$ cat config.mk
export PLATFORM = sky130hd
export DESIGN_NAME = mc_ctrl
export DESIGN_NICKNAME = d
export VERILOG_FILES = /design/src/rtl/mc_ctrl.sv
export SDC_FILE = /design/constraint.sdc
export NUM_CORES = 1
export LEC_CHECK = 0
export BUFFER_PORTS_ARGS = -buffer_cell sky130_fd_sc_hd__buf_4
export CORE_MARGIN = 1
export CORE_UTILIZATION = 30
export CTS_CLUSTER_DIAMETER = 150
export DETAILED_ROUTE_END_ITERATION = 8
export PLACE_DENSITY_LB_ADDON = 0.05
export RECOVER_POWER = 25
export SETUP_SLACK_MARGIN = 0.1
export SLEW_MARGIN = 20
export SYNTH_ARGS = -nofsm -noshare
export SYNTH_HDL_FRONTEND = slang
export SYNTH_SLANG_ARGS = --single-unit
$ cat constraint.sdc
create_clock -name clk -period 3 [get_ports clk]
set_clock_uncertainty 0.05 [all_clocks]
set_input_delay 0 -clock clk [delete_from_list [all_inputs] [get_ports clk]]
set_output_delay 0 -clock clk [all_outputs]
set_load 0.02 [all_outputs]
$ cat src/rtl/mc_ctrl.sv
// Main control FSM for the multi-cycle MIPS core: sequences FETCH/DECODE/EXEC/MEM/WB
// and drives every datapath enable and select. Define MC_MEM_WAIT_EN to stall MEM on mem_ready.
module mc_ctrl (
    input  logic       clk,
    input  logic       reset,
    input  logic [5:0] opcode,
    input  logic [5:0] funct,
    input  logic       zero,
    input  logic       mem_ready,
    output logic       pc_we,
    output logic       ir_we,
    output logic       reg_we,
    output logic       mem_we,
    output logic [1:0] alu_op,
    output logic       alu_src_b,
    output logic       ext_op,
    output logic [1:0] reg_dst,
    output logic [1:0] wd_sel,
    output logic [1:0] npc_sel,
    output logic [2:0] state,
    output logic       instr_done
);

    typedef enum logic [2:0] {
        S_FETCH  = 3'd0,
        S_DECODE = 3'd1,
        S_EXEC   = 3'd2,
        S_MEM    = 3'd3,
        S_WB     = 3'd4
    } state_e;

    typedef enum logic [3:0] {
        I_NONE, I_ADDU, I_SUBU, I_ORI, I_LUI, I_LW, I_SW, I_BEQ, I_J, I_JAL, I_JR
    } instr_e;

    localparam logic [5:0] OP_RTYPE = 6'h00;
    localparam logic [5:0] OP_J     = 6'h02;
    localparam logic [5:0] OP_JAL   = 6'h03;
    localparam logic [5:0] OP_BEQ   = 6'h04;
    localparam logic [5:0] OP_ORI   = 6'h0d;
    localparam logic [5:0] OP_LUI   = 6'h0f;
    localparam logic [5:0] OP_LW    = 6'h23;
    localparam logic [5:0] OP_SW    = 6'h2b;

    localparam logic [5:0] FN_JR    = 6'h08;
    localparam logic [5:0] FN_ADDU  = 6'h21;
    localparam logic [5:0] FN_SUBU  = 6'h23;

    localparam logic [1:0] ALU_ADD = 2'd0;
    localparam logic [1:0] ALU_SUB = 2'd1;
    localparam logic [1:0] ALU_OR  = 2'd2;
    localparam logic [1:0] ALU_LUI = 2'd3;

    localparam logic [1:0] DST_RT  = 2'd0;
    localparam logic [1:0] DST_RD  = 2'd1;
    localparam logic [1:0] DST_RA  = 2'd2;

    localparam logic [1:0] WD_ALU  = 2'd0;
    localparam logic [1:0] WD_DM   = 2'd1;
    localparam logic [1:0] WD_PC   = 2'd2;

    localparam logic [1:0] NPC_SEQ    = 2'd0;
    localparam logic [1:0] NPC_BRANCH = 2'd1;
    localparam logic [1:0] NPC_JUMP   = 2'd2;
    localparam logic [1:0] NPC_RS     = 2'd3;

    state_e state_q;
    state_e state_d;
    instr_e iclass;
    logic   mem_done;

`ifdef MC_MEM_WAIT_EN
    assign mem_done = mem_ready;
`else
    logic unused_mem_ready;
    assign unused_mem_ready = mem_ready;
    assign mem_done         = 1'b1;
`endif

    // Nop and every unsupported opcode/funct collapse into I_NONE: no writes, straight back to FETCH.
    always_comb begin
        iclass = I_NONE;
        case (opcode)
            OP_RTYPE: begin
                case (funct)
                    FN_ADDU: iclass = I_ADDU;
                    FN_SUBU: iclass = I_SUBU;
                    FN_JR:   iclass = I_JR;
                    default: iclass = I_NONE;
                endcase
            end
            OP_J:    iclass = I_J;
            OP_JAL:  iclass = I_JAL;
            OP_BEQ:  iclass = I_BEQ;
            OP_ORI:  iclass = I_ORI;
            OP_LUI:  iclass = I_LUI;
            OP_LW:   iclass = I_LW;
            OP_SW:   iclass = I_SW;
            default: iclass = I_NONE;
        endcase
    end

    always_comb begin
        // NOTE: every output and state_d gets a default first so no path leaves one unassigned (no latches).
        state_d   = S_FETCH;
        pc_we     = 1'b0;
        ir_we     = 1'b0;
        reg_we    = 1'b0;
        mem_we    = 1'b0;
        alu_op    = ALU_ADD;
        alu_src_b = 1'b0;
        ext_op    = 1'b0;
        reg_dst   = DST_RT;
        wd_sel    = WD_ALU;
        npc_sel   = NPC_SEQ;

        case (state_q)
            S_FETCH: begin
                ir_we   = 1'b1;
                pc_we   = 1'b1;
                state_d = S_DECODE;
            end

            S_DECODE: begin
                case (iclass)
                    I_J: begin
                        pc_we   = 1'b1;
                        npc_sel = NPC_JUMP;
                    end
                    I_JR: begin
                        pc_we   = 1'b1;
                        npc_sel = NPC_RS;
                    end
                    I_JAL: begin
                        // PC already holds PC+4 here, which is the link value.
                        pc_we   = 1'b1;
                        npc_sel = NPC_JUMP;
                        reg_we  = 1'b1;
                        reg_dst = DST_RA;
                        wd_sel  = WD_PC;
                    end
                    I_NONE:  state_d = S_FETCH;
                    default: state_d = S_EXEC;
                endcase
            end

            S_EXEC: begin
                case (iclass)
                    I_ADDU: begin
                        alu_op  = ALU_ADD;
                        state_d = S_WB;
                    end
                    I_SUBU: begin
                        alu_op  = ALU_SUB;
                        state_d = S_WB;
                    end
                    I_ORI: begin
                        alu_op    = ALU_OR;
                        alu_src_b = 1'b1;
                        ext_op    = 1'b0;
                        state_d   = S_WB;
                    end
                    I_LUI: begin
                        alu_op    = ALU_LUI;
                        alu_src_b = 1'b1;
                        state_d   = S_WB;
                    end
                    I_LW, I_SW: begin
                        alu_op    = ALU_ADD;
                        alu_src_b = 1'b1;
                        ext_op    = 1'b1;
                        state_d   = S_MEM;
                    end
                    I_BEQ: begin
                        alu_op  = ALU_SUB;
                        ext_op  = 1'b1;
                        npc_sel = NPC_BRANCH;
                        pc_we   = zero;
                        state_d = S_FETCH;
                    end
                    default: state_d = S_FETCH;
                endcase
            end

            S_MEM: begin
                case (iclass)
                    I_SW: begin
                        mem_we  = 1'b1;
                        state_d = mem_done ? S_FETCH : S_MEM;
                    end
                    I_LW:    state_d = mem_done ? S_WB : S_MEM;
                    default: state_d = S_FETCH;
                endcase
            end

            S_WB: begin
                case (iclass)
                    I_ADDU, I_SUBU: begin
                        reg_we  = 1'b1;
                        reg_dst = DST_RD;
                        wd_sel  = WD_ALU;
                    end
                    I_ORI, I_LUI: begin
                        reg_we  = 1'b1;
                        reg_dst = DST_RT;
                        wd_sel  = WD_ALU;
                    end
                    I_LW: begin
                        reg_we  = 1'b1;
                        reg_dst = DST_RT;
                        wd_sel  = WD_DM;
                    end
                    default: reg_we = 1'b0;
                endcase
                state_d = S_FETCH;
            end

            default: state_d = S_FETCH;
        endcase

        instr_done = (state_d == S_FETCH);

        // Reset is asynchronous, so the enables must drop combinationally, not on the next edge.
        if (reset) begin
            pc_we      = 1'b0;
            ir_we      = 1'b0;
            reg_we     = 1'b0;
            mem_we     = 1'b0;
            instr_done = 1'b0;
        end
    end

    // NOTE: sequential state uses non-blocking assignment so every flop samples pre-edge values.
    always_ff @(posedge clk or posedge reset) begin
        if (reset) begin
            state_q <= S_FETCH;
        end else begin
            state_q <= state_d;
        end
    end

    assign state = state_q;

endmodule

==> flow_summary.ini, run 1 <==
[drt]
wl_um = 1800
via_count = 759
post_drt_via_cell_ratio = 5.46
wire_per_inst_um = 12.9
drt_iter0_drc = 10
ant_nets = 0
firstDrtPassIters = 4
drc = 0

[grt]
grt_pass1_vias = 663
antenna_found_initial = 0
grt_use_total_pct = 15.6
grt_pass1_wl_um = 2950
grt_max_degree = 12
overflow = 0

[clock_network]
clock_path_buffers = 2
cts_tree = built
htree_levels = 1
clock_sinks = 3
cts_root_buf = clkbuf_4
clkTransAtPathRegs_ns = 0.04
numCtsBuffers = 3
clk_latency_ns = 0.23

[floorplanning]
die_area_mm2 = 0.00237
die_y_um = 48.7
core-area_mm2 = 0.00200
row_count = 16
initial_core_util_pct = 32.7
die_w_um = 48.7
io-pin-count = 34

[sta]
finalCriticalPeriod_ns = 2.14
rsz0062_at_grt = no
fin_tns_setup_ns = 0
setup_viol = 0
timing.fmax_ghz = 0.468
slew_violations = 0
worst_pin_slew_ns = 0.365
post-route-period-util_pct = 71.2
max_slew_margin_pct = 75.1
final-hold-violation-count = 0

[synth]
syn_area_um2 = 654
synth_area_leaders = dfrtp_1, nor4_2, buf_6, nor3b_1, nor4_4
synth.top_cell.area_share_pct = 11.5
yosys_warnings = 0
dominantRegCellSynth = dfrtp_1
async_flop_share_pct = 100
syn-instance-count = 83
mappedNetlistNets = 99
ys_seq_area_share_pct = 11.5
synth_top_area_cell = dfrtp_1
synth_edf_count = 0
ys_types = 50
syn_area_per_cell_um2 = 7.88
synth_seq_cells = 3
ys_top_cells_by_count = inv_1, nor2_1, a21oi_1, buf_2, nand2_1

[cells_and_area]
syn2layout_area_growth_pct = 36.9
largest_reg_flops = 3
drive_gt1_share_pct = 35.7
n_antenna_cell = 0
final_nets = 129
num-fill-cells = 230

[worst_hold_path]
hp-class = in -> async

[worst_setup_path]
critPathMaxFanout = 9
worstPathArrival_ns = 2.09
slowest_delay_ns = 0.49
slowest_stage = dfrtp_1
cp_data_required_time_ns = 2.95
path_class = reg -> out
crit_chain = inv_1 > or3_1 > a211o_1 > nor4_2 > o31a_1 > buf_4
crit_path_end_kind = primary output
setup.worst_path.start_class = flop

[pwr]
power.leakage_nw = 0.362
power_w = 0.000323
peakVddDrop_v = 0.000216
p_per_area_mw_per_mm2 = 361

[outcome]
status = finished, final reports clean

[place]
gp_congestion = 0.729
port_buffers = 32
place_hpwl_um = 1440

[flow_run]
maxCapViolations = 0
[critical path: cells and delay by family, from the launching register on]
kind	cells	cell delay (ns)
buffers and inverters	2	0.21
AO/OA/AOI/OAI	2	0.50
flip-flops	1	0.49
AND/OR/NAND/NOR	2	0.64
[power breakdown]
group          internal (W)  switching [W]  leakage, nW  total (W)
logic             0.0000823      0.0000960        0.307   0.000178
clock network     0.0000499      0.0000209       0.0150  0.0000708
registers         0.0000497      0.0000247       0.0394  0.0000744
total              0.000182       0.000142        0.362   0.000323
[layout by cell type (no fill, tap or decap), drive strengths merged, types with 2 or more instances in the layout]
cell type	count
buf	28
clkbuf	8
inv	5
nor2	5
nor4	5
a21oi	4
nand2	4
nor3b	4
nor2b	3
nand3	3
dfrtp	3
o211ai	3
nor3	2
nand3b	2
or3	2
o32ai	2
o21ai	2
o221a	2
nand4	2
o22ai	2
[what timing repair did]
item | 4_1_cts | 5_1_grt
hold buffers | 1 | 0
resized for setup | 0 | 0
buffers inserted | 0 | 0
endpoints found under the hold margin | 3 | 0
endpoints found under the setup margin | 0 | 0
[per-stage QoR]
step / utilization [%] / hold slack (ns) / setup slack (ns) / instances / cell area, µm²
finish: 44.8 / 0.173 / 0.864 / 139 / 896
global route: 44.8 / 0.228 / 0.715 / 139 / 896
CTS: 45.5 / 0.174 / 0.857 / 139 / 911
detailed placement: 43.7 / -0.115 / 1.12 / 134 / 875
global placement: 43.7 / -0.117 / 1.11 / 134 / 875
floorplan: - / -0.272 / 0.956 / 83 / 654
[layout make-up]
cell class / instances / area [µm²] / area share (%)
clock buffers: 4 / 26.3 / 2.93
inverters: 5 / 18.8 / 2.09
multi-input cells: 67 / 507 / 56.6
flip-flops and latches: 3 / 75.1 / 8.38
well taps: 27 / 33.8 / 3.77
repair buffers: 33 / 235 / 26.3
[per-layer routing]
metal | part of all wire, % | vias up | track usage (%)
met4 | 0 | 0 | 4.41
met2 | 48 | 25 | 25.0
met5 | 0 | - | 0
met1 | 47 | 347 | 21.6
li1 | - | 387 | -
met3 | 4.9 | 0 | 2.20
[cell families (layout without fill, tap and decap cells)]
| family | Yosys count | after routing | share of synthesized area, % |
|---|---|---|---|
| XOR/XNOR | 1 | 1 | 2.49 |
| AO/OA/AOI/OAI | 27 | 27 | 32.9 |
| AND/OR/NAND/NOR | 39 | 39 | 42.1 |
| flip-flops | 3 | 3 | 11.5 |
| buffers and inverters | 13 | 42 | 11.1 |
[final timing paths]
kind | startpoint | endpoint | slack [ns] | cells after the start
setup / recovery | state[1] | pc_we | 0.86 | 6
hold / removal | reset | state[1] | 0.17 | 3
setup reg to reg | state[1] | state[1] | 1.19 | 5
hold reg to reg | state[1] | state[0] | 0.61 | 1
max in group asynchronous | reset | state[0] | 2.55 | 3
min in group clk | opcode[5] | state[2] | 0.18 | 3
Power figures use the tool's default switching activity.
==> run 2, diff against run 1 <==
==> constraint.sdc (replaced) <==
create_clock -name clk -period 1.7 [get_ports clk]
set_clock_uncertainty 0.05 [all_clocks]
set_input_delay 0 -clock clk [delete_from_list [all_inputs] [get_ports clk]]
set_output_delay 0 -clock clk [all_outputs]
set_load 0.02 [all_outputs]
==> flow_summary.ini, run 2 (synthesis gave the netlist of run 1 again) <==
[outcome]
status = complete, but fails checks
violations = setup timing

[worst_setup_path]
setup.worst_path.start_class = flop
slowest_delay_ns = 0.39
critPathMaxFanout = 6
cp_data_required_time_ns = 1.65
crit_path_end_kind = primary output
crit_buf_inv = 1
path_class = reg -> out
crit_chain = or3_4 > a211o_4 > nor4_4 > o31a_1 > buf_4
worstPathArrival_ns = 1.89
cpLargestDelayFamily = simple AND/OR/NAND/NOR gates
slowest_stage = dfrtp_2

[drt]
drc = 0
firstDrtPassIters = 5
post_drt_via_cell_ratio = 5.47
ant_nets = 0
via_count = 870
wl_um = 2320
drt_iter0_drc = 6
wire_per_inst_um = 14.6

[cells_and_area]
final_nets = 149
final_common_cell = buf_4
n_antenna_cell = 0
layout_common_cells = buf_4, buf_6, inv_1
stdcell_count = 159
largest_reg_flops = 3
syn2layout_area_growth_pct = 93.9
drive_gt1_share_pct = 62.9

[grt]
antenna_found_initial = 0
grt_use_total_pct = 20.1
grt_pass1_vias = 803
grt_pass1_wl_um = 3670
grt_max_degree = 11
overflow = 0

[place]
placed_cells = 144
place_hpwl_um = 1640
gp_congestion = 0.815
port_buffers = 32

[sta]
finalCriticalPeriod_ns = 1.94
timing.fmax_ghz = 0.515
slew_violations = 0
final.setup.worst_slack_ns = -0.241
rsz0062_at_grt = yes
setup_viol = 8
max_slew_margin_pct = 64.0
post-route-period-util_pct = 114
worst_pin_slew_ns = 0.540
final-hold-violation-count = 0

[clock_network]
cts_tree = built
clkTransAtPathRegs_ns = 0.04
numCtsBuffers = 3
clock_sinks = 3
clk_latency_ns = 0.24
cts_root_buf = clkbuf_4
clock_path_buffers = 2
htree_levels = 1

[pwr]
power.leakage_nw = 0.519
p_per_area_mw_per_mm2 = 625
power_w = 0.000793
peakVddDrop_v = 0.000400

[floorplanning]
row_count = 16
initial_core_util_pct = 32.7
io-pin-count = 34
die_area_mm2 = 0.00237
core-area_mm2 = 0.00200
die_w_um = 48.7
die_y_um = 48.7

[worst_hold_path]
hp-class = in -> reg

[flow_run]
maxCapViolations = 0
-- run 2: routing by layer --
metal  wire length (µm)  GRT usage, %
met5                  0             0
met3                 92          4.09
met1                984          24.4
met2               1220          33.3
met4                 22          10.3
-- run 2: worst paths after layout --
| check | to | slack, ns | startpoint | cells past startpoint |
|---|---|---|---|---|
| setup / recovery | pc_we | -0.24 | state[2] | 5 |
| min in group asynchronous | state[0] | 0.24 | reset | 3 |
| max in group asynchronous | state[2] | 1.15 | reset | 3 |
| setup reg to reg | state[0] | 0.08 | state[2] | 5 |
| hold / removal | state[2] | 0.19 | opcode[5] | 3 |
| hold reg to reg | state[2] | 0.53 | state[1] | 2 |
-- run 2: layout make-up --
cell class              instances  area [µm²]
fillers                       180         733
multi-input cells              67         666
clock buffers                   4        26.3
well taps                      27        33.8
inverters                       5        18.8
repair buffers                 53         445
flip-flops and latches          3        78.8
-- run 2: timing repair --
item | in CTS | in global routing
setup buffers | 2 | 8
endpoints found under the setup margin | 10 | 13
pin swaps | 3 | 7
gates resized for setup | 6 | 23
hold buffers | 1 | 0
endpoints found under the hold margin | 3 | 0
-- run 2: worst register-to-register path: cells and delay by family, from the launching register on --
kind / cells / cell delay, ns
DFF: 1 / 0.39
buffers and inverters: 2 / 0.27
AOI/OAI and AO/OA: 2 / 0.42
and+or+nand+nor: 1 / 0.39
-- run 2: power by group --
part	switching [W]	internal, W	total (W)
clock	0.0000434	0.0000884	0.000132
sequential	0.00000869	0.0000909	0.0000996
combinational	0.000275	0.000287	0.000562
total	0.000327	0.000466	0.000793
-- run 2: stage by stage --
stage	util, %	setup slack [ns]	instance area (µm²)	hold WS [ns]	setup TNS, ns
2_1_floorplan	-	-0.189	728	-0.264	-0.526
3_3_place_gp	50.4	-0.000637	1010	-0.107	-0.000637
3_5_place_dp	50.4	-0.0274	1010	-0.104	-0.0274
4_1_cts	54.3	-0.235	1090	0.172	-0.909
5_1_grt	63.4	-0.289	1270	0.215	-1.83
6_report	63.4	-0.241	1270	0.188	-1.25
==> run 3, diff against run 2 <==
--- a/config.mk
+++ b/config.mk
@@ -5,7 +5,9 @@
 export SDC_FILE = /design/constraint.sdc
 export NUM_CORES = 1
 export LEC_CHECK = 0
+export ABC_CLOCK_PERIOD_IN_PS = 1700
 export BUFFER_PORTS_ARGS = -buffer_cell sky130_fd_sc_hd__buf_4
+export CORE_ASPECT_RATIO = 0.6
 export CORE_MARGIN = 1
 export CORE_UTILIZATION = 30
 export CTS_CLUSTER_DIAMETER = 150
==> flow_summary.ini, run 3 (synthesis gave the netlist of run 1 again) <==
[grt]
overflow = 0
grt_pass1_wl_um = 3660
grt_pass1_vias = 742
grt_use_total_pct = 20.4
antenna_found_initial = 0
grt_max_degree = 11

[cells_and_area]
final_nets = 144
final_common_cell = buf_4
n_antenna_cell = 0
syn2layout_area_growth_pct = 74.8
stdcell_area_mm2 = 0.00114
drive_gt1_share_pct = 56.7
largest_reg_flops = 3
layout_common_cells = buf_4, buf_6, inv_1

[drt]
firstDrtPassIters = 4
drc = 0
ant_nets = 0
via_count = 814
drt_iter0_drc = 31
wl_um = 2220
post_drt_via_cell_ratio = 5.25
wire_per_inst_um = 14.3

[outcome]
status = complete, but fails checks
violations = setup timing

[sta]
max_slew_margin_pct = 67.8
final.setup.worst_slack_ns = -0.227
timing.fmax_ghz = 0.519
post-route-period-util_pct = 113
rsz0062_at_grt = yes
worst_pin_slew_ns = 0.483
slew_violations = 0
final-hold-violation-count = 0
finalCriticalPeriod_ns = 1.93
setup_viol = 9

[worst_setup_path]
setup.worst_path.start_class = flop
cp_data_required_time_ns = 1.65
path_class = reg -> out
critPathMaxFanout = 5
worstPathArrival_ns = 1.88
crit_path_end_kind = primary output
r2r_cells = 5

[clock_network]
clkTransAtPathRegs_ns = 0.04
htree_levels = 1
clk_latency_ns = 0.24
cts_tree = built
clock_path_buffers = 2
cts_root_buf = clkbuf_4
numCtsBuffers = 3
clock_sinks = 3

[pwr]
power_w = 0.000705
p_sw_w = 0.000289
comb_power_share_pct = 67.2
swShare_pct = 41.0
p_per_area_mw_per_mm2 = 616
peakVddDrop_v = 0.000407
pwr-share-seq_pct = 14.1
power.leakage_nw = 0.466
clockPowerShare_pct = 18.7
p_int_w = 0.000416

[floorplanning]
die_w_um = 62.3
core-area_mm2 = 0.00195
io-pin-count = 34
die_y_um = 38.2
row_count = 12
initial_core_util_pct = 33.5
die_area_mm2 = 0.00238

[place]
port_buffers = 32
dpl_cell_area_um2 = 995
gp_congestion = 0.746
place_hpwl_um = 1730

[flow_run]
maxCapViolations = 0

[worst_hold_path]
hold_path_depth = 3
hp-class = in -> reg
run 3: cell count changes in the layout (fill, tap and decap cells not counted), sizes merged:
cell	change
buf	-5
run 3: worst max-delay path, cell delays in order, from the launching register on:
cell,delay (ns)
dfrtp_2,0.39
or3_4,0.39
a211o_4,0.31
buf_4,0.15
o21ba_4,0.21
o22ai_2,0.06
buf_6,0.13
run 3: final timing paths:
path                           start  slack, ns         end
max in group asynchronous      reset       1.20    state[1]
max reg2reg                 state[2]       0.07    state[1]
min reg2reg                 state[1]       0.53    state[2]
max                         state[2]      -0.23  instr_done
min                        opcode[5]       0.17    state[2]
min in group asynchronous      reset       0.20    state[2]
run 3: timing repair:
item	in CTS	in global routing
resized for setup	6	9
endpoints found under the setup margin	10	11
pin swaps	5	2
hold buffers	1	0
endpoints found under the hold margin	3	0
buffers inserted	1	6
run 3: power groups by stage:
stage,Sequential [W],Clock (W),Combinational (W)
6_report,0.0000991,0.000132,0.000474
5_1_grt,0.000101,0.000140,0.000514
4_1_cts,0.0000990,0.000135,0.000444
3_5_place_dp,0.0000994,0,0.000432
3_3_place_gp,0.0000993,0,0.000438
2_1_floorplan,0.000123,0,0.000260
run 3: routing by layer:
metal / share of wire [%] / global-route usage [%] / vias up / wire length (µm)
li1: - / - / 413 / -
met1: 54 / 30.9 / 375 / 1210
met2: 39 / 27.5 / 24 / 871
met3: 5.9 / 6.25 / 2 / 132
met4: 0.45 / 3.49 / 0 / 10
met5: 0 / 0 / - / 0
run 3: layout make-up:
type / count / area [µm²]
clock buffer: 4 / 26.3
fill: 182 / 808
inverter: 5 / 18.8
multi-input combinational: 67 / 588
sequential: 3 / 78.8
tap: 28 / 35.0
timing repair buffer: 48 / 397
run 3: stage by stage:
step	setup TNS (ns)	utilization (%)	std cells	setup WS [ns]	hold slack, ns
after floorplan	-0.526	-	83	-0.189	-0.264
after global placement	0	51.0	143	0.00530	-0.102
after detailed placement	-0.0449	51.0	143	-0.0337	-0.106
after CTS	-0.960	54.6	149	-0.241	0.131
after global routing	-2.01	58.6	155	-0.305	0.188
final	-1.28	58.6	155	-0.227	0.175
